$ cat src/rtl/stack_node_pkg.sv
// stack_node_pkg: shared direction indices, word width, stack depth and a priority helper
package stack_node_pkg;
    localparam int DIR_LEFT    = 0;
    localparam int DIR_RIGHT   = 1;
    localparam int DIR_UP      = 2;
    localparam int DIR_DOWN    = 3;
    localparam int NUM_DIRS    = 4;
    localparam int DATA_WIDTH  = 11;
    localparam int STACK_DEPTH = 15;
    typedef logic [NUM_DIRS-1:0] dir_vec_t;
    function automatic dir_vec_t first_one(input dir_vec_t v);
        return v & (~v + dir_vec_t'(1));
    endfunction
endpackage

$ cat src/rtl/stack_node_lifo_mem.sv
// lifo_mem: DEPTH x DATA_WIDTH register array, one write port and an asynchronous read port
module lifo_mem
    import stack_node_pkg::*;
#(
    parameter int DEPTH      = STACK_DEPTH,
    parameter int DATA_WIDTH = stack_node_pkg::DATA_WIDTH,
    parameter int AW         = $clog2(DEPTH)
) (
    input  logic                  clk,
    input  logic                  we,
    input  logic [AW-1:0]         waddr,
    input  logic [DATA_WIDTH-1:0] wdata,
    input  logic [AW-1:0]         raddr,
    output logic [DATA_WIDTH-1:0] rdata
);
    logic [DATA_WIDTH-1:0] mem_q [DEPTH];
    always_ff @(posedge clk) begin
        if (we) mem_q[waddr] <= wdata;
    end
    assign rdata = mem_q[raddr];
endmodule

$ cat src/rtl/stack_node.sv
// stack_node: four-port LIFO memory node; fixed-priority push/pop arbitration, one op per cycle
module stack_node
    import stack_node_pkg::*;
#(
    parameter int DEPTH      = STACK_DEPTH,
    parameter int DATA_WIDTH = stack_node_pkg::DATA_WIDTH,
    parameter int CW         = $clog2(DEPTH+1)
) (
    input  logic                  clk,
    input  logic                  reset,
    input  logic [DATA_WIDTH-1:0] left_in_data,
    input  logic [DATA_WIDTH-1:0] right_in_data,
    input  logic [DATA_WIDTH-1:0] up_in_data,
    input  logic [DATA_WIDTH-1:0] down_in_data,
    input  logic                  left_in_valid,
    input  logic                  right_in_valid,
    input  logic                  up_in_valid,
    input  logic                  down_in_valid,
    output logic                  left_in_ready,
    output logic                  right_in_ready,
    output logic                  up_in_ready,
    output logic                  down_in_ready,
    output logic [DATA_WIDTH-1:0] left_out_data,
    output logic [DATA_WIDTH-1:0] right_out_data,
    output logic [DATA_WIDTH-1:0] up_out_data,
    output logic [DATA_WIDTH-1:0] down_out_data,
    output logic                  left_out_valid,
    output logic                  right_out_valid,
    output logic                  up_out_valid,
    output logic                  down_out_valid,
    input  logic                  left_out_ready,
    input  logic                  right_out_ready,
    input  logic                  up_out_ready,
    input  logic                  down_out_ready,
    output logic [CW-1:0]         count
);
    localparam int AW = $clog2(DEPTH);
    dir_vec_t in_valid, in_ready, out_ready, out_valid, grant_q, grant_d;
    logic [DATA_WIDTH-1:0] in_data [NUM_DIRS];
    logic [DATA_WIDTH-1:0] push_data, top;
    logic [CW-1:0] count_q, count_d;
    logic push, pop;
    assign in_valid  = {down_in_valid, up_in_valid, right_in_valid, left_in_valid};
    assign out_ready = {down_out_ready, up_out_ready, right_out_ready, left_out_ready};
    assign in_data[DIR_LEFT]  = left_in_data;
    assign in_data[DIR_RIGHT] = right_in_data;
    assign in_data[DIR_UP]    = up_in_data;
    assign in_data[DIR_DOWN]  = down_in_data;
    assign {down_in_ready, up_in_ready, right_in_ready, left_in_ready}     = in_ready;
    assign {down_out_valid, up_out_valid, right_out_valid, left_out_valid} = out_valid;
    always_comb begin
        // pushes are blocked while an offer is outstanding so a pop never races a push
        in_ready  = (!reset && grant_q == '0 && count_q < CW'(DEPTH)) ? first_one(in_valid) : '0;
        push      = |in_ready;
        pop       = |(grant_q & out_ready);
        push_data = '0;
        for (int s = 0; s < NUM_DIRS; s++) push_data = in_ready[s] ? in_data[s] : push_data;
        // an offer lasts exactly one cycle: it either completes or is withdrawn
        grant_d   = grant_q != '0 ? '0 : count_q != '0 ? first_one(out_ready) : '0;
        count_d   = push ? count_q + CW'(1) : pop ? count_q - CW'(1) : count_q;
        out_valid = reset ? '0 : grant_q;
    end
    always_ff @(posedge clk) begin
        if (reset) begin
            count_q <= '0;
            grant_q <= '0;
        end else begin
            count_q <= count_d;
            grant_q <= grant_d;
        end
    end
    lifo_mem #(.DEPTH(DEPTH), .DATA_WIDTH(DATA_WIDTH)) u_mem (
        .clk   (clk),
        .we    (push),
        .waddr (AW'(count_q)),
        .wdata (push_data),
        .raddr (AW'(count_q - CW'(1))),
        .rdata (top)
    );
    assign left_out_data  = (reset || count_q == '0) ? '0 : top;
    assign right_out_data = left_out_data;
    assign up_out_data    = left_out_data;
    assign down_out_data  = left_out_data;
    assign count          = count_q;
endmodule

$ cat config.mk
export PLATFORM = sky130hd
export DESIGN_NAME = stack_node
export DESIGN_NICKNAME = d
export VERILOG_FILES = /design/src/rtl/stack_node_pkg.sv /design/src/rtl/stack_node_lifo_mem.sv /design/src/rtl/stack_node.sv
export SDC_FILE = /design/constraint.sdc
export NUM_CORES = 1
export LEC_CHECK = 0
export ABC_AREA = 1
export BUFFER_PORTS_ARGS = -buffer_cell sky130_fd_sc_hd__clkbuf_2
export CAP_MARGIN = 20
export CORE_ASPECT_RATIO = 1.2
export CORE_MARGIN = 2
export CORE_UTILIZATION = 54
export CTS_BUF_LIST = sky130_fd_sc_hd__clkbuf_8
export CTS_CLUSTER_DIAMETER = 120
export CTS_CLUSTER_SIZE = 24
export DETAILED_ROUTE_END_ITERATION = 8
export GPL_TIMING_DRIVEN = 0
export PLACE_DENSITY = 0.79
export SYNTH_ARGS = -nofsm -noshare
export SYNTH_HDL_FRONTEND = slang
export SYNTH_SLANG_ARGS = --single-unit
$ cat constraint.sdc
create_clock -name clk -period 2.3 [get_ports clk]
set_clock_uncertainty 0.1 [all_clocks]
set_input_delay 0 -clock clk [delete_from_list [all_inputs] [get_ports clk]]
set_output_delay 0 -clock clk [all_outputs]
set_load 0.01 [all_outputs]
# After elaboration in Yosys (flattened, before gate mapping)
# Memories as Yosys holds them, arrays and structs flattened.
# Cells that the tools add are included.
# word_totals
ff_bits,8
ramBits,165
n_memories,1
# memory_table
name,depth,word_bits,rd,rd_ports_with_merged_regs,write_ports,line_no,text
u_mem.mem_q,15,11,1,0,1,stack_node_lifo_mem.sv:16,logic [DATA_WIDTH-1:0] mem_q [DEPTH];
# classes
n_addsub,4
magnitude_cmp,1
muxes,11
n_bitwise,6
reduce_logical,12
# op_table
op,count
11-bit 2-to-1 mux,5
4-bit 2-to-1 mux,4
"4-bit by 1-bit adder with 4-bit output, second input constant",3
4-bit AND,3
4-bit logical NOT,2
4-bit inverter,2
4-bit nonzero test,2
4-bit OR reduction,2
"4-bit less-than comparator, second input constant",1
"4-bit by 1-bit subtractor with 4-bit output, second input constant",1
3-bit OR reduction,1
1-bit logical AND,2
1-bit 2-to-1 mux,2
2-bit nonzero test,1
1-bit logical NOT,1
1-bit logical OR,1
1-bit inverter,1

# Depth between registers and ports, before layout
# logic_depth
word_depth,8
ltp_mapped,14

# Modules after synthesis
# From an unflattened synthesis, not the netlist that was laid out.
# unflattened
cells_unflattened,891
hier_area_um2,8390.5
# modules_own_cells
module,n_inst,cells_each,area_each_um2,seq_area_each_um2
lifo_mem,1,672,7046.8,4954.8
stack_node,1,219,1343.8,160.2

# Worst setup path after synthesis
# No wires, ideal clock.
# synth_path
path_type,flip-flop to output port
startpoint,register count_q[0] (netlist: count[0])
endpoint,output port left_out_data[0]
arrival_ns,2.427
slack_ns,-0.227
path_stages_with_launch,14
n_path_buf,6
cell_sequence,dfxtp_1 -> buf_4 -> inv_4 -> buf_4 -> buf_2 -> ha_1 -> clkbuf_2 -> inv_1 -> buf_1 -> a21oi_1 -> a21oi_1 -> a21oi_1 -> nor2_1 -> buf_4
# synth_between
elab_chain_cells,3
elab_cells_between_ends,5
# synth_lines
element,line_no,text
"start, declared",stack_node.sv:41,"logic [CW-1:0] count_q, count_d;"
"start signal, assigned",stack_node.sv:68,count_q <= count_d;
4-bit by 1-bit subtractor with 4-bit output / 4-bit logical NOT (equally long branches),"stack_node.sv:77, stack_node.sv:80",
memory read 15 x 11 bit / 1-bit logical OR (equally long branches),-,
11-bit 2-to-1 mux (*),stack_node.sv:80,assign left_out_data = (reset || count_q == '0) ? '0 : top;
"end, declared",stack_node.sv:23,"output logic [DATA_WIDTH-1:0] left_out_data,"
# Mark *: on every way between the ends. The rest lies on a longest branch, timed or not.

# Worst setup path after layout
# layout_path
startpoint,register count_q[0] (netlist: count[0])
endpoint,output port right_out_data[9]
# layout_between
elab_chain_cells,3
elab_cells_between_ends,5
# layout_lines
element,line_no,text
4-bit by 1-bit subtractor with 4-bit output / 4-bit logical NOT (equally long branches),"stack_node.sv:77, stack_node.sv:80",
memory read 15 x 11 bit / 1-bit logical OR (equally long branches),-,
11-bit 2-to-1 mux (*),stack_node.sv:80,
"end, declared",stack_node.sv:24,"output logic [DATA_WIDTH-1:0] right_out_data,"
# Marked as above.

==> summary.md <==
The via count of the first global-routing pass was 6508. The critical path is of the flip-flop to output port type. The setup TNS was -19010 ps; the length of the first detailed-routing pass in iterations was 8. The worst setup path is launched from a flip-flop.

The tools report the count of mapped cells out of synthesis as 734. The analysis attributes to cell leakage a power of 4.404 nW. The checks that failed: setup timing. The run gives 792 as the number of nets produced by synthesis.

The number of fillers in the final layout was 723. After detailed routing, the number of remaining DRC violations is 0. For this block, the initial DRC count from the detailed router was 1016. The run finished, with violations left. The post-detailed-route wirelength per cell is 23.44 um, and the number of vias in the routed layout is 6955.

The overall die width works out to 115.0 um. The design draws 11.42 mW. The tools report the count of cell types in the netlist as 40. The area of the mapped netlist came out at 7981 um2. The root buffer cell is clkbuf_8.

TritonCTS built the clock tree. The type of the worst min-delay path is primary input to flip-flop. The clock-pin slew on the worst setup and hold paths was 100 ps; the row count was 48.

At the later pin of the worst-skew pair, clock insertion delay measures 460 ps. The maximum clock insertion buffer count was 2; the vias per cell was 6.160. Relative to the synthesized area, the layout overhead comes to 41.14%.

The count of yosys warnings during synthesis came out at 0. Setup slack on the worst reg-to-reg path comes out at 10 ps. The die covers 15770 um2. The worst path setup slack after routing is -519.3 ps. Antenna diode instance count: 0. Routability-driven placement finished with a final weighted congestion of 0.8337. The flip-flop and latch area is 5120 um2, and the first-pass GRT wire length is 35510 um. The actual transition at the worst max-transition pin works out to 557.6 ps. The tools report the maximum level of the CTS H-tree as 4. Setup repair after global routing could not meet its margin everywhere.

Headroom to the max-slew limit came out at 62.55%. In this run the count of I/O pins placed on the die edge is 110. The data arrival time of the critical path is 2720 ps, and the maximum fanout along the worst path is 5.

The final cell area excluding filler cells came out at 11260 um2. In the final layout, the multi-input gates occupy 3133 um2. Global routing finished with a remaining overflow of 0. The number of antenna violations at the first check in global routing is 0. For the finished layout, the period the worst path requires is 2819 ps. Measured on the finished design, the core utilization comes to 78.15%.

For the worst setup path, the data required time is 2200 ps. The final critical path takes up 122.6% of the cycle. The share of post-route cells with drive strength above 1 was 44.34%; the count of buffers from port buffering was 108. The number of pins exceeding their max-slew limit in the final report was 0. The HPWL after detailed placement is 12450 um. The die extent in y is 137.2 um, and the total wire length after detailed routing is 26460 um.

Derived from the worst setup path, the maximum achievable clock frequency is 0.3547 GHz. Setup violations remaining at the end of the flow were counted as 44. Total of flip-flops plus latches after synthesis: 173.

The tools report the final-report hold violation count as 0. For the highest ir drop seen on vdd, the log shows 0.6786 mV. Initial core utilization: 55.37%. The final layout contains 999 nets.

The tools report the sequential element share of the synthesized area as 64.09%. Entering global routing, the biggest net connects 17 pins. The reported max-cap violation count is 0, and the global router's overall resource usage is 30.80%.

The tools report the type of element capturing the critical path as an output port. The core region is 14410 um2. Number of sinks handled by clock tree synthesis: 173. In this run, CTS created clock tree buffers numbering 17. The post-synthesis area per instance was 10.87 um2; the power density over the cells was 1013 nW/um2.

The instance area after placement was 8776 um2; the count of nets left with antenna violations after detail routing was 0.
==> placed cells by master (no fill, tap or decap), types with 8 or more instances in the layout <==
| master | n |
|---|---|
| clkbuf_2 | 82 |
| buf_4 | 52 |
| nand3_4 | 15 |
| nand3_1 | 45 |
| a21oi_4 | 9 |
| nor2_4 | 28 |
| buf_2 | 17 |
| nand4_1 | 15 |
| nand3_2 | 44 |
| dlygate4sd3_1 | 37 |
| nand2_2 | 17 |
| nand2_1 | 203 |
| buf_6 | 48 |
| clkbuf_8 | 18 |
| edfxtp_1 | 165 |
| nor2_1 | 17 |
| inv_1 | 18 |
| a21oi_2 | 18 |
| buf_12 | 8 |
| o211ai_2 | 10 |
==> cell type report <==
type	instances	area share, %
Sequential cell	173	45.45
Clock buffer	18	2.199
Multi-Input combinational cell	464	27.81
Buffer	72	6.831
Tap cell	175	1.944
Clock inverter	14	1.089
Timing Repair Buffer	189	13.63
Inverter	24	1.044
==> where the power goes <==
group          leakage [nW]  switching, mW  internal, mW
Clock                 0.182           1.15         0.886
Sequential             1.59         0.0524          3.63
Combinational          2.64           3.18          2.52
==> kinds of logic (layout without fill, tap and decap cells) <==
logic type | Yosys count | after routing | synth area share [%]
and+or+nand+nor | 398 | 398 | 22.06
xor gates and xnor gates | 3 | 3 | 0.5644
buffers and inverters | 97 | 317 | 7.556
adders and majority gates | 4 | 4 | 0.6271
AOI/OAI and AO/OA | 59 | 59 | 5.110
DFF | 173 | 173 | 64.09
==> Yosys cell counts, drive strengths merged <==
cell / n / area [um2]
buf: 65 / 464.2
o211ai: 12 / 140.1
a21oi: 34 / 177.7
clkinv: 2 / 8.750
nor3b: 1 / 7.510
inv: 22 / 85.08
xnor2: 2 / 36.29
dfxtp: 8 / 160.2
clkbuf: 8 / 45.04
xor2: 1 / 8.760
ha: 4 / 50.05
nor4: 2 / 27.53
nand2: 227 / 882.1
nor2: 48 / 219.0
a21boi: 1 / 7.510
o21ai: 12 / 82.57
nor3: 1 / 5.000
nand4: 15 / 93.84
edfxtp: 165 / 4955
nand3: 104 / 525.5
==> layer usage <==
| layer | up-vias | part of all wire, % | track usage [%] |
|---|---|---|---|
| li1 | 2932 | - | - |
| met1 | 3230 | 33 | 37.08 |
| met2 | 658 | 50 | 52.12 |
| met3 | 135 | 11 | 5.367 |
| met4 | 0 | 5.7 | 18.01 |
| met5 | - | 0 | 0 |
==> path summary, 6_finish.rpt <==
path	start	to	cells past startpoint
setup / recovery	count[0]	right_out_data[9]	13
hold / removal	up_in_data[2]	u_mem.mem_q[13][2]	4
setup reg to reg	count[0]	u_mem.mem_q[12][7]	12
hold reg to reg	grant_q[3]	grant_q[0]	3
==> timing repair <==
| action | in CTS | in global routing |
|---|---|---|
| hold buffers | 38 | 0 |
| setup buffers | 24 | 10 |
| pin swaps | 49 | 25 |
| endpoints found under the setup margin | 378 | 212 |
| gates cloned | 5 | 4 |
| hold endpoints to repair | 163 | 0 |
| gates resized for setup | 209 | 101 |
==> per-stage QoR <==
stage | setup WS (ps) | hold slack, ps | std cells
2_1_floorplan | 17.60 | -22.18 | 734
3_3_place_gp | -741.7 | 104.9 | 1017
3_5_place_dp | -775.8 | 105.7 | 1017
4_1_cts | -370.3 | 0.9277 | 1115
5_1_grt | -566.9 | 13.13 | 1129
6_report | -519.3 | 23.14 | 1129
==> flip-flops by register name, summed over array words and instances, names as in the netlist <==
register and flops:
grant_q 4, count 4, u_mem.mem_q 165
==> worst max-delay path: stages, from the launching register on <==
cell and delay (ps):
dfxtp_4 370, buf_8 120, inv_8 30, buf_8 110, buf_12 120, ha_4 280, buf_6 150, nor2_2 130
o21ai_1 120, o211ai_1 160, nand3_2 150, a21boi_4 270, buf_6 140, buf_6 90
(Power assumes the default switching activity.)
